## config.mk

```make
export PLATFORM = sky130hd
export DESIGN_NAME = mem_master_16x32
export DESIGN_NICKNAME = d
export VERILOG_FILES = /design/src/rtl/mem_master_16x32.sv
export SDC_FILE = /design/constraint.sdc
export NUM_CORES = 1
export LEC_CHECK = 0
export BUFFER_PORTS_ARGS = -buffer_cell sky130_fd_sc_hd__buf_4
export CAP_MARGIN = 20
export CORE_ASPECT_RATIO = 0.9
export CORE_MARGIN = 5
export CORE_UTILIZATION = 46
export CTS_BUF_LIST = sky130_fd_sc_hd__clkbuf_4 sky130_fd_sc_hd__clkbuf_8 sky130_fd_sc_hd__clkbuf_16
export CTS_CLUSTER_DIAMETER = 40
export DETAILED_ROUTE_END_ITERATION = 10
export HOLD_SLACK_MARGIN = 0.02
export PLACE_DENSITY = 0.9
export SLEW_MARGIN = 15
export SYNTH_ARGS = -nofsm -noshare
export SYNTH_HDL_FRONTEND = slang
export SYNTH_SLANG_ARGS = --single-unit
```

## constraint.sdc

```tcl
create_clock -name clk -period 4.4 [get_ports clk]
set_input_delay 0.88 -clock clk [delete_from_list [all_inputs] [get_ports clk]]
set_output_delay 0.88 -clock clk [all_outputs]
set_load 0.1 [all_outputs]
```

## src/rtl/mem_master_16x32.sv

```systemverilog
// rtl/mem_master_16x32.sv - request/response master for a 16x32 synchronous-read memory
// Supports read, single write, whole-memory fill, and flags illegal ops.
module mem_master_16x32 #(
  parameter int ADDR_W = 4,
  parameter int DATA_W = 32
) (
  input  logic              clk,
  input  logic              rst,
  input  logic              req_valid,
  output logic              req_ready,
  input  logic [1:0]        req_op,
  input  logic [ADDR_W-1:0] req_addr,
  input  logic [DATA_W-1:0] req_wdata,
  output logic              rsp_valid,
  input  logic              rsp_ready,
  output logic [DATA_W-1:0] rsp_rdata,
  output logic              wr_done,
  output logic              err,
  output logic              busy,
  output logic [ADDR_W-1:0] mem_addr,
  output logic [DATA_W-1:0] mem_d_in,
  output logic              mem_en_wr,
  output logic              mem_en_rd,
  input  logic [DATA_W-1:0] mem_d_out
);

  typedef enum logic [2:0] {
    IDLE,
    WR,
    FILL,
    RD_ISSUE,
    RD_WAIT,
    RESP
  } state_t;

  state_t              state, state_n;
  logic                req_ready_n, rsp_valid_n, wr_done_n, err_n, busy_n;
  logic                mem_en_wr_n, mem_en_rd_n;
  logic [ADDR_W-1:0]   mem_addr_n;
  logic [DATA_W-1:0]   mem_d_in_n, rsp_rdata_n;
  logic                accept;

  assign accept = req_valid && req_ready;

  always_ff @(posedge clk) begin
    if (rst) begin
      state     <= IDLE;
      req_ready <= 1'b1;
      rsp_valid <= 1'b0;
      rsp_rdata <= '0;
      wr_done   <= 1'b0;
      err       <= 1'b0;
      busy      <= 1'b0;
      mem_addr  <= '0;
      mem_d_in  <= '0;
      mem_en_wr <= 1'b0;
      mem_en_rd <= 1'b0;
    end else begin
      state     <= state_n;
      req_ready <= req_ready_n;
      rsp_valid <= rsp_valid_n;
      rsp_rdata <= rsp_rdata_n;
      wr_done   <= wr_done_n;
      err       <= err_n;
      busy      <= busy_n;
      mem_addr  <= mem_addr_n;
      mem_d_in  <= mem_d_in_n;
      mem_en_wr <= mem_en_wr_n;
      mem_en_rd <= mem_en_rd_n;
    end
  end

  // Every output is computed for the next state here and registered above.
  always_comb begin
    state_n     = state;
    rsp_valid_n = 1'b0;
    rsp_rdata_n = rsp_rdata;
    wr_done_n   = 1'b0;
    err_n       = 1'b0;
    mem_addr_n  = mem_addr;
    mem_d_in_n  = mem_d_in;
    mem_en_wr_n = 1'b0;
    mem_en_rd_n = 1'b0;

    case (state)
      IDLE: begin
        if (accept) begin
          case (req_op)
            2'b00: begin
              state_n     = RD_ISSUE;
              mem_addr_n  = req_addr;
              mem_en_rd_n = 1'b1;
            end
            2'b01: begin
              state_n     = WR;
              mem_addr_n  = req_addr;
              mem_d_in_n  = req_wdata;
              mem_en_wr_n = 1'b1;
            end
            2'b10: begin
              state_n     = FILL;
              mem_addr_n  = '0;
              mem_d_in_n  = req_wdata;
              mem_en_wr_n = 1'b1;
            end
            default: err_n = 1'b1;
          endcase
        end
      end
      WR: begin
        state_n   = IDLE;
        wr_done_n = 1'b1;
      end
      FILL: begin
        // mem_addr doubles as the fill counter; it wraps back to 0 on exit.
        mem_addr_n = mem_addr + ADDR_W'(1);
        if (mem_addr == {ADDR_W{1'b1}}) begin
          state_n   = IDLE;
          wr_done_n = 1'b1;
        end else begin
          mem_en_wr_n = 1'b1;
        end
      end
      RD_ISSUE: begin
        state_n     = RD_WAIT;
        mem_en_rd_n = 1'b1;
      end
      RD_WAIT: begin
        state_n     = RESP;
        rsp_valid_n = 1'b1;
        rsp_rdata_n = mem_d_out;
      end
      RESP: begin
        if (rsp_ready) state_n = IDLE;
        else rsp_valid_n = 1'b1;
      end
      default: state_n = IDLE;
    endcase

    req_ready_n = (state_n == IDLE);
    busy_n      = (state_n != IDLE);
  end

endmodule

```

# Word-level counts from Yosys, hierarchy flattened
# Index checks and enable logic that the tools add are counted.
[word_totals]
ff_bits = 78
in_bits = 74
output_inout_bits = 75
[classes]
n_addsub = 1
n_eq_ne = 10
n_mux = 20
bitwise_logic = 2
n_reduce_logical = 12
[op_table]
columns = ["cell", "n"]
rows = [
  ["$pmux W4 S2", 2],
  ["$pmux W3 S5", 1],
  ["$mux W3", 3],
  ["$pmux W3 S3", 1],
  ["$mux W1", 8],
  ["$pmux W1 S2", 4],
  ["$eq A3 B2 Y1 const B", 2],
  ["$eq A3 B3 Y1 const B", 2],
  ["$logic_not A3 Y1", 2],
  ["$reduce_and A3 Y1", 2],
  ["$reduce_or A3 Y1", 2],
  ["$add A4 B1 Y4 const B", 1],
  ["$eq A4 B4 Y1 const B", 1],
  ["$mux W4", 1],
  ["$reduce_or A2 Y1", 2],
  ["$eq A3 B1 Y1 const B", 1],
  ["$ne A3 B2 Y1 const B", 1],
  ["$reduce_bool A3 Y1", 1],
  ["$eq A2 B1 Y1 const B", 1],
  ["$eq A2 B2 Y1 const B", 1],
  ["$logic_not A2 Y1", 1],
  ["$ne A2 B2 Y1 const B", 1],
  ["$not A1 Y1", 2],
  ["$reduce_bool A2 Y1", 1],
  ["$logic_and A1 B1 Y1", 1],
]

# Logic depth before layout (Yosys ltp)
# Gate-level depths: netlist of run 1.
[depth]
ltp_word = 5
ltp_mapped = 7

# Worst setup path before layout of run 1
# Ideal clock, no wire load.
[synth_timing]
path_kind = "register -> register"
startpoint = "reg req_ready"
endpoint = "reg mem_addr[0]"
t_arrival_ns = 2.093
t_required_ns = 4.326
slack_ns = 2.232
stages_incl_launch_ff = 5
n_path_buf = 0
synth_period_minus_slack_ns = 2.168
cell_sequence = "dfxtp_1 > and4bb_2 > o31ai_2 > or4b_1 > a31oi_1"
[synth_between]
elab_chain_len = 3
[synth_rtl]
columns = ["element", "line", "rtl"]
rows = [
  ["start, declared", "10", "output logic req_ready,"],
  ["start signal, assigned", "60", "req_ready <= req_ready_n;"],
  ["$logic_and A1 B1 Y1", "43", "assign accept = req_valid && req_ready;"],
  ["$ne A2 B2 Y1 (no source line)", "-", ""],
  ["$reduce_and A3 Y1 (no source line)", "-", ""],
  ["end signal, assigned", "66", "mem_addr <= mem_addr_n;"],
  ["end, declared", "20", "output logic [ADDR_W-1:0] mem_addr,"],
]
# Every way passes these cells.
# A chain may end at the register's enable or synchronous reset.

# Worst setup path after layout of run 1
[layout_timing]
startpoint = "in req_op[0]"
endpoint = "reg mem_d_in[14]"
[layout_between]
elab_chain_len = 3
word_cells_on_any_way = 4
classes_between = "eq/ne (2); reduce/logical (2)"
[layout_rtl]
columns = ["element", "line", "rtl"]
rows = [
  ["start, declared", "11", "input logic [1:0] req_op,"],
  ["$eq A2 B2 Y1 or $eq A2 B1 Y1 (tied branches)", "88", "case (req_op)"],
  ["$reduce_or A2 Y1 (no source line) *", "-", ""],
  ["$reduce_and A3 Y1 (no source line) *", "-", ""],
  ["end signal, assigned", "67", "mem_d_in <= mem_d_in_n;"],
  ["end, declared", "21", "output logic [DATA_W-1:0] mem_d_in,"],
]
# Every way passes the cells marked *; elsewhere a longest branch is shown, timed or not.

==> results of run 1 <==
[registers in the layout (all words and copies together) (netlist names)]
| signal | flops |
|---|---|
| state | 3 |
| mem_d_in | 32 |
| busy | 1 |
| mem_en_wr | 1 |
| req_ready | 1 |
| mem_addr | 4 |
| err | 1 |
| mem_en_rd | 1 |
| wr_done | 1 |
| rsp_valid | 1 |
| rsp_rdata | 32 |
[cell usage in the layout (no fill, tap or decap), drive strengths merged]
cell type / Yosys / routed
a211oi: 1 / 1
a21oi: 73 / 73
a2bb2oi: 1 / 1
a31oi: 3 / 3
and3: 2 / 2
and4bb: 1 / 1
buf: 6 / 151
bufinv: 0 / 3
clkbuf: 18 / 12
dfxtp: 78 / 78
ha: 5 / 5
inv: 3 / 3
nand2: 133 / 133
nand2b: 2 / 2
nand3: 3 / 3
nand3b: 2 / 2
nand4: 1 / 1
nand4bb: 1 / 1
nor2: 5 / 5
nor3: 1 / 1
nor3b: 4 / 4
nor4: 1 / 1
o211ai: 1 / 1
o21ai: 3 / 3
o21bai: 1 / 1
o31ai: 1 / 1
or3: 4 / 4
or3b: 1 / 1
or4: 1 / 1
or4b: 1 / 1
[critical path: stages]
cell,delay [ps]
buf_4,90
inv_1,50
ha_1,310
and3_1,870
nand2_1,160
a21oi_1,170
[metal layers]
layer  vias to the layer above  global-route usage (%)  wire length, µm
met3                         8                    7.18              774
li1                       1451                       -                -
met1                      1308                    21.3             3050
met5                         -                       0                0
met2                       116                    36.7             4080
met4                         0                    6.52               81
[layout make-up]
type / instances / area share, %
Sequential cell: 78 / 36.4
Tap cell: 87 / 2.54
Clock inverter: 3 / 2.10
Multi-Input combinational cell: 252 / 28.1
Timing Repair Buffer: 151 / 26.8
Clock buffer: 12 / 3.85
Inverter: 3 / 0.262
[worst max-delay path by stage]
stage              start           end  slack, ps
6_report       req_op[0]  mem_d_in[14]       2120
5_1_grt        req_op[0]  mem_d_in[14]       1950
4_1_cts        req_op[0]  mem_d_in[14]       2100
3_5_place_dp   req_op[0]  mem_d_in[14]       1750
3_3_place_gp   req_op[0]  mem_d_in[17]       1700
2_1_floorplan  req_ready   mem_addr[0]       2230
[cell families (layout without fill, tap and decap cells)]
family	count (synthesis)	in the layout	share of synthesized area [%]
AOI/OAI and AO/OA	84	84	15.4
DFF	78	78	54.1
buffers and inverters	27	169	4.21
and+or+nand+nor	163	163	24.1
adders and majority gates	5	5	2.17
[power by group]
part | switching, mW | leakage [nW] | internal [mW] | total [mW]
combinational | 0.293 | 1.09 | 0.109 | 0.402
sequential | 0.0211 | 0.633 | 0.736 | 0.757
clock | 0.241 | 0.129 | 0.421 | 0.662
==> out/results.ini, run 1 <==
[setup_path]
r2r-end = mem_d_in[14]
critPathKind = input pin to register
end_kind = register
crit_required_ps = 4660
start_kind = input pin
r2r_start = state[2]
r2r_cells = 4
arrival_ps = 2540
cp_max_fo = 32
r2r_slack_ps = 2320

[yosys]
synth_nets = 436
yosys-top-cells-count = nand2_1, dfxtp_1, a21oi_1
ys_types = 30
syn_area_um2 = 2880
avgSynthCellArea_um2 = 8.08
async_reset_ff_share_pct = 0
synth.most_common_cell = nand2_1
synth_top_area_share_pct = 54.1
yosysTopAreaCell = dfxtp_1
synth.yosys.warnings = 0
synth-seq-cells = 78
synth_edf_count = 0
syn_inst = 357
synthFlopType = dfxtp_1
ys_seq_area_share_pct = 54.1
synth_area_leaders = dfxtp_1, nand2_1, a21oi_1

[timing]
fin_crit_sh_pct = 51.9
fin_crit_ps = 2280
hold_slack_ps = 456
finalMaxSlewViolations = 0
setup_viol = 0
rsz0062_at_grt = no
fmax_ghz = 0.438
timing.final.ws_setup_ps = 2120
setup_tns_ps = 0
worst_pin_slew_ps = 1070
skew_ps = 6.29
slew_headroom_pct = 28.5
hold_violations = 0

[cells_and_area]
fillers = 489
fin_area_um2 = 4290
fin_cells = 586
diodes = 0
multiInputGateArea_um2 = 1210
nets = 574
ff_latch_area_um2 = 1560
area.growth.synth_to_final_pct = 48.8
drive_gt1_share_pct = 33.9
finish.utilization_pct = 70.2

[floorplanning]
dieArea_um2 = 7960
fp.dieH_um = 85.1
rows = 27
io_pins = 149
start_util_pct = 47.2
core_area_um2 = 6110
die_width_um = 93.5

[cts]
clock-sinks = 78
cts_tree = yes
cts_inserted_buffers = 9
root_buffer = clkbuf_8
cts_resized = 0
post_cts_buffers = 0
clock_latency_ps = 330
clockBufferDepth = 2
ctsHoldBuffers = 0
htreeDepth = 3
path_clk_slew_ps = 70

[placed_design]
dp_slack_ps = 1750
dp_cells = 571
port_buffers = 148
place_area_um2 = 4040
hpwl_um = 6020
gp_congestion = 0.804

[pwr]
powerDensity_nw_per_um2 = 424
power_leakage_nw = 1.85
power_mw = 1.82
max-vdd-ir-drop_uv = 273

[outcome]
status = complete, no violations

[min_path]
hold_path_end = rsp_rdata[4]
min-delay-start = rsp_rdata[4]
hold_class = register to register
worstHoldPathCells = 2

[route]
viasPerCell = 4.92
routed_wl_um = 7990
first_pass_iters = 4
initialDrtViolationCount = 71
drc_errors = 0
vias = 2883
avgRoutedWirePerCell_um = 13.6
postRouteAntennaNets = 0

[grt]
track_usage_pct = 20.1
grt_pass1_vias = 2810
grt_overflow = 0
grt_pass1_wl_um = 13000
grt_max_degree = 76
antenna_found_initial = 0

[run]
cap_violations = 0

Power figures use the tool's default switching activity.
==> run 2, diff against run 1 <==
CORE_UTILIZATION = 40   (was 46)
PLACE_DENSITY = 0.84   (was 0.9)
clock period = 1.89 ns   (was 4.4 ns; I/O delays follow)
==> run 2 against run 1 <==
  * Routed wire length down 1.6%
  * Register-to-register slack got worse by 2100 ps
  * Die area up 13%
  * Combinational power is 140% higher
  * Flip-flop and latch count is the same
  * Worst hold slack lost 170 ps
  * Worst setup slack worse by 1900 ps
  * First-iteration DRC count grew 11%
  * Total power increased by 130%
  * Non-clock buffer count is 4 higher
  * Sequential power up 130%
  * Clock power increased by 110%
  * Critical path type is now register to register
  * Critical endpoint is now mem_addr[0]
  * Largest power group unchanged
==> out/results.ini, run 2 (same netlist as run 1, synthesis figures left out) <==
[outcome]
status = complete, no violations

[timing]
setup_viol = 0  ; unchanged
worst_pin_slew_ps = 456  ; -616 ps
finalMaxSlewViolations = 0  ; unchanged
fmax_ghz = 0.607
setup_tns_ps = 0  ; unchanged
slew_headroom_pct = 69.6  ; +41 points
timing.final.ws_setup_ps = 242  ; -1880 ps
skew_ps = 6.33  ; +0.0356 ps
hold_violations = 0  ; unchanged
fin_crit_sh_pct = 87.2
hold_slack_ps = 284  ; -173 ps
fin_crit_ps = 1650
rsz0062_at_grt = no

[route]
viasPerCell = 4.84  ; -1.6%
drc_errors = 0  ; unchanged
postRouteAntennaNets = 0  ; unchanged
routed_wl_um = 7860  ; -1.6%
first_pass_iters = 4  ; unchanged
initialDrtViolationCount = 79  ; +11%
vias = 2879  ; -0.14%
avgRoutedWirePerCell_um = 13.2  ; -3.1%

[run]
cap_violations = 0  ; unchanged

[floorplanning]
fp.dieH_um = 90.6  ; +6.4%
die_width_um = 99.5  ; +6.5%
start_util_pct = 41.0  ; -6.2 points
rows = 29  ; +7.4%
io_pins = 149  ; unchanged
core_area_um2 = 7040  ; +15%
dieArea_um2 = 9010  ; +13%

[cts]
ctsHoldBuffers = 0  ; unchanged
root_buffer = clkbuf_8
clock_latency_ps = 330  ; about the same
cts_tree = yes
clockBufferDepth = 2  ; unchanged
path_clk_slew_ps = 80  ; about the same
cts_inserted_buffers = 9  ; unchanged
htreeDepth = 3  ; unchanged
cts_resized = 0  ; unchanged
post_cts_buffers = 0  ; unchanged
clock-sinks = 78  ; unchanged

[setup_path]
critPathTopFamily = simple AND/OR/NAND/NOR gates
crit_chain = and4bb_2 -> o31ai_2 -> or4b_1 -> a31oi_1
cp_slowest_cell = or4b_1
cp_slowest_stage_delay_ps = 510  ; -360 ps
arrival_ps = 1900  ; -640 ps
end_kind = register
crit_required_ps = 2150  ; -2510 ps
cp_max_fo = 10  ; -69%
cp.buffers_inverters = 0  ; -2
start_kind = register
critPathKind = register to register

[cells_and_area]
fin_cells = 595  ; +1.5%
drive_gt1_share_pct = 34.9  ; +0.99 points
diodes = 0  ; unchanged
fillers = 639  ; +31%
area.growth.synth_to_final_pct = 49.5
final_common_cell = buf_4
layout_common_cells = buf_4, nand2_1, dfxtp_1
finish.utilization_pct = 61.3  ; -8.9 points
nets = 578  ; +0.70%
fin_area_um2 = 4310  ; +0.47%
top_regs = mem_d_in (32), rsp_rdata (32), mem_addr (4)

[pwr]
powerDensity_nw_per_um2 = 958  ; +130%
max-vdd-ir-drop_uv = 489  ; +79%
power_mw = 4.13  ; +130%
power_leakage_nw = 1.86  ; +0.51%

[grt]
grt_max_degree = 45  ; -41%
track_usage_pct = 16.7  ; -3.4 points
grt_pass1_vias = 2656  ; -5.5%
grt_overflow = 0  ; unchanged
grt_pass1_wl_um = 12300  ; -4.9%
antenna_found_initial = 0  ; unchanged

[placed_design]
dp_slack_ps = 160  ; -1590 ps
place_area_um2 = 4090  ; +1.3%
port_buffers = 148  ; unchanged
gp_congestion = 0.884  ; +10%
dp_cells = 581  ; +1.8%
hpwl_um = 5870  ; -2.6%

[min_path]
hold_class = input pin to register

## run 2: worst register-to-register path: cells and delay by family (launching register included)
family,cells,cell delay [ps]
AND/OR/NAND/NOR,2,900
flip-flops,1,390
AO/OA/AOI/OAI,2,290
## run 2: worst paths after layout
check / cells past startpoint / start / to / slack (ps)
setup / recovery: 4 / state[0] / mem_addr[0] / 240
hold / removal: 3 / mem_d_out[15] / rsp_rdata[15] / 280
setup reg to reg: 4 / state[0] / mem_addr[0] / 240
hold reg to reg: 2 / mem_d_in[3] / mem_d_in[3] / 460
## run 2: layout make-up
class,instances,area [µm²],area share (%)
clock buffer,9,124,2.87
inverter,3,11.3,0.261
multi-input combinational,252,1210,28.0
tap,93,116,2.70
timing repair buffer,155,1190,27.6
clock inverter,5,100,2.32
sequential,78,1570,36.3
## run 2: routing by layer
metal | vias to the layer above | wire, µm | GRT usage, %
met1 | 1310 | 3160 | 19.3
met3 | 4 | 698 | 6.80
met2 | 106 | 3960 | 28.4
li1 | 1459 | - | -
met4 | 0 | 42 | 4.21
met5 | - | 0 | 0
## run 2: where the power goes
| group | internal (mW) | total, mW | switching [mW] |
|---|---|---|---|
| Clock | 0.858 | 1.41 | 0.553 |
| Combinational | 0.269 | 0.956 | 0.687 |
| Sequential | 1.71 | 1.76 | 0.0484 |
| Total | 2.84 | 4.13 | 1.29 |
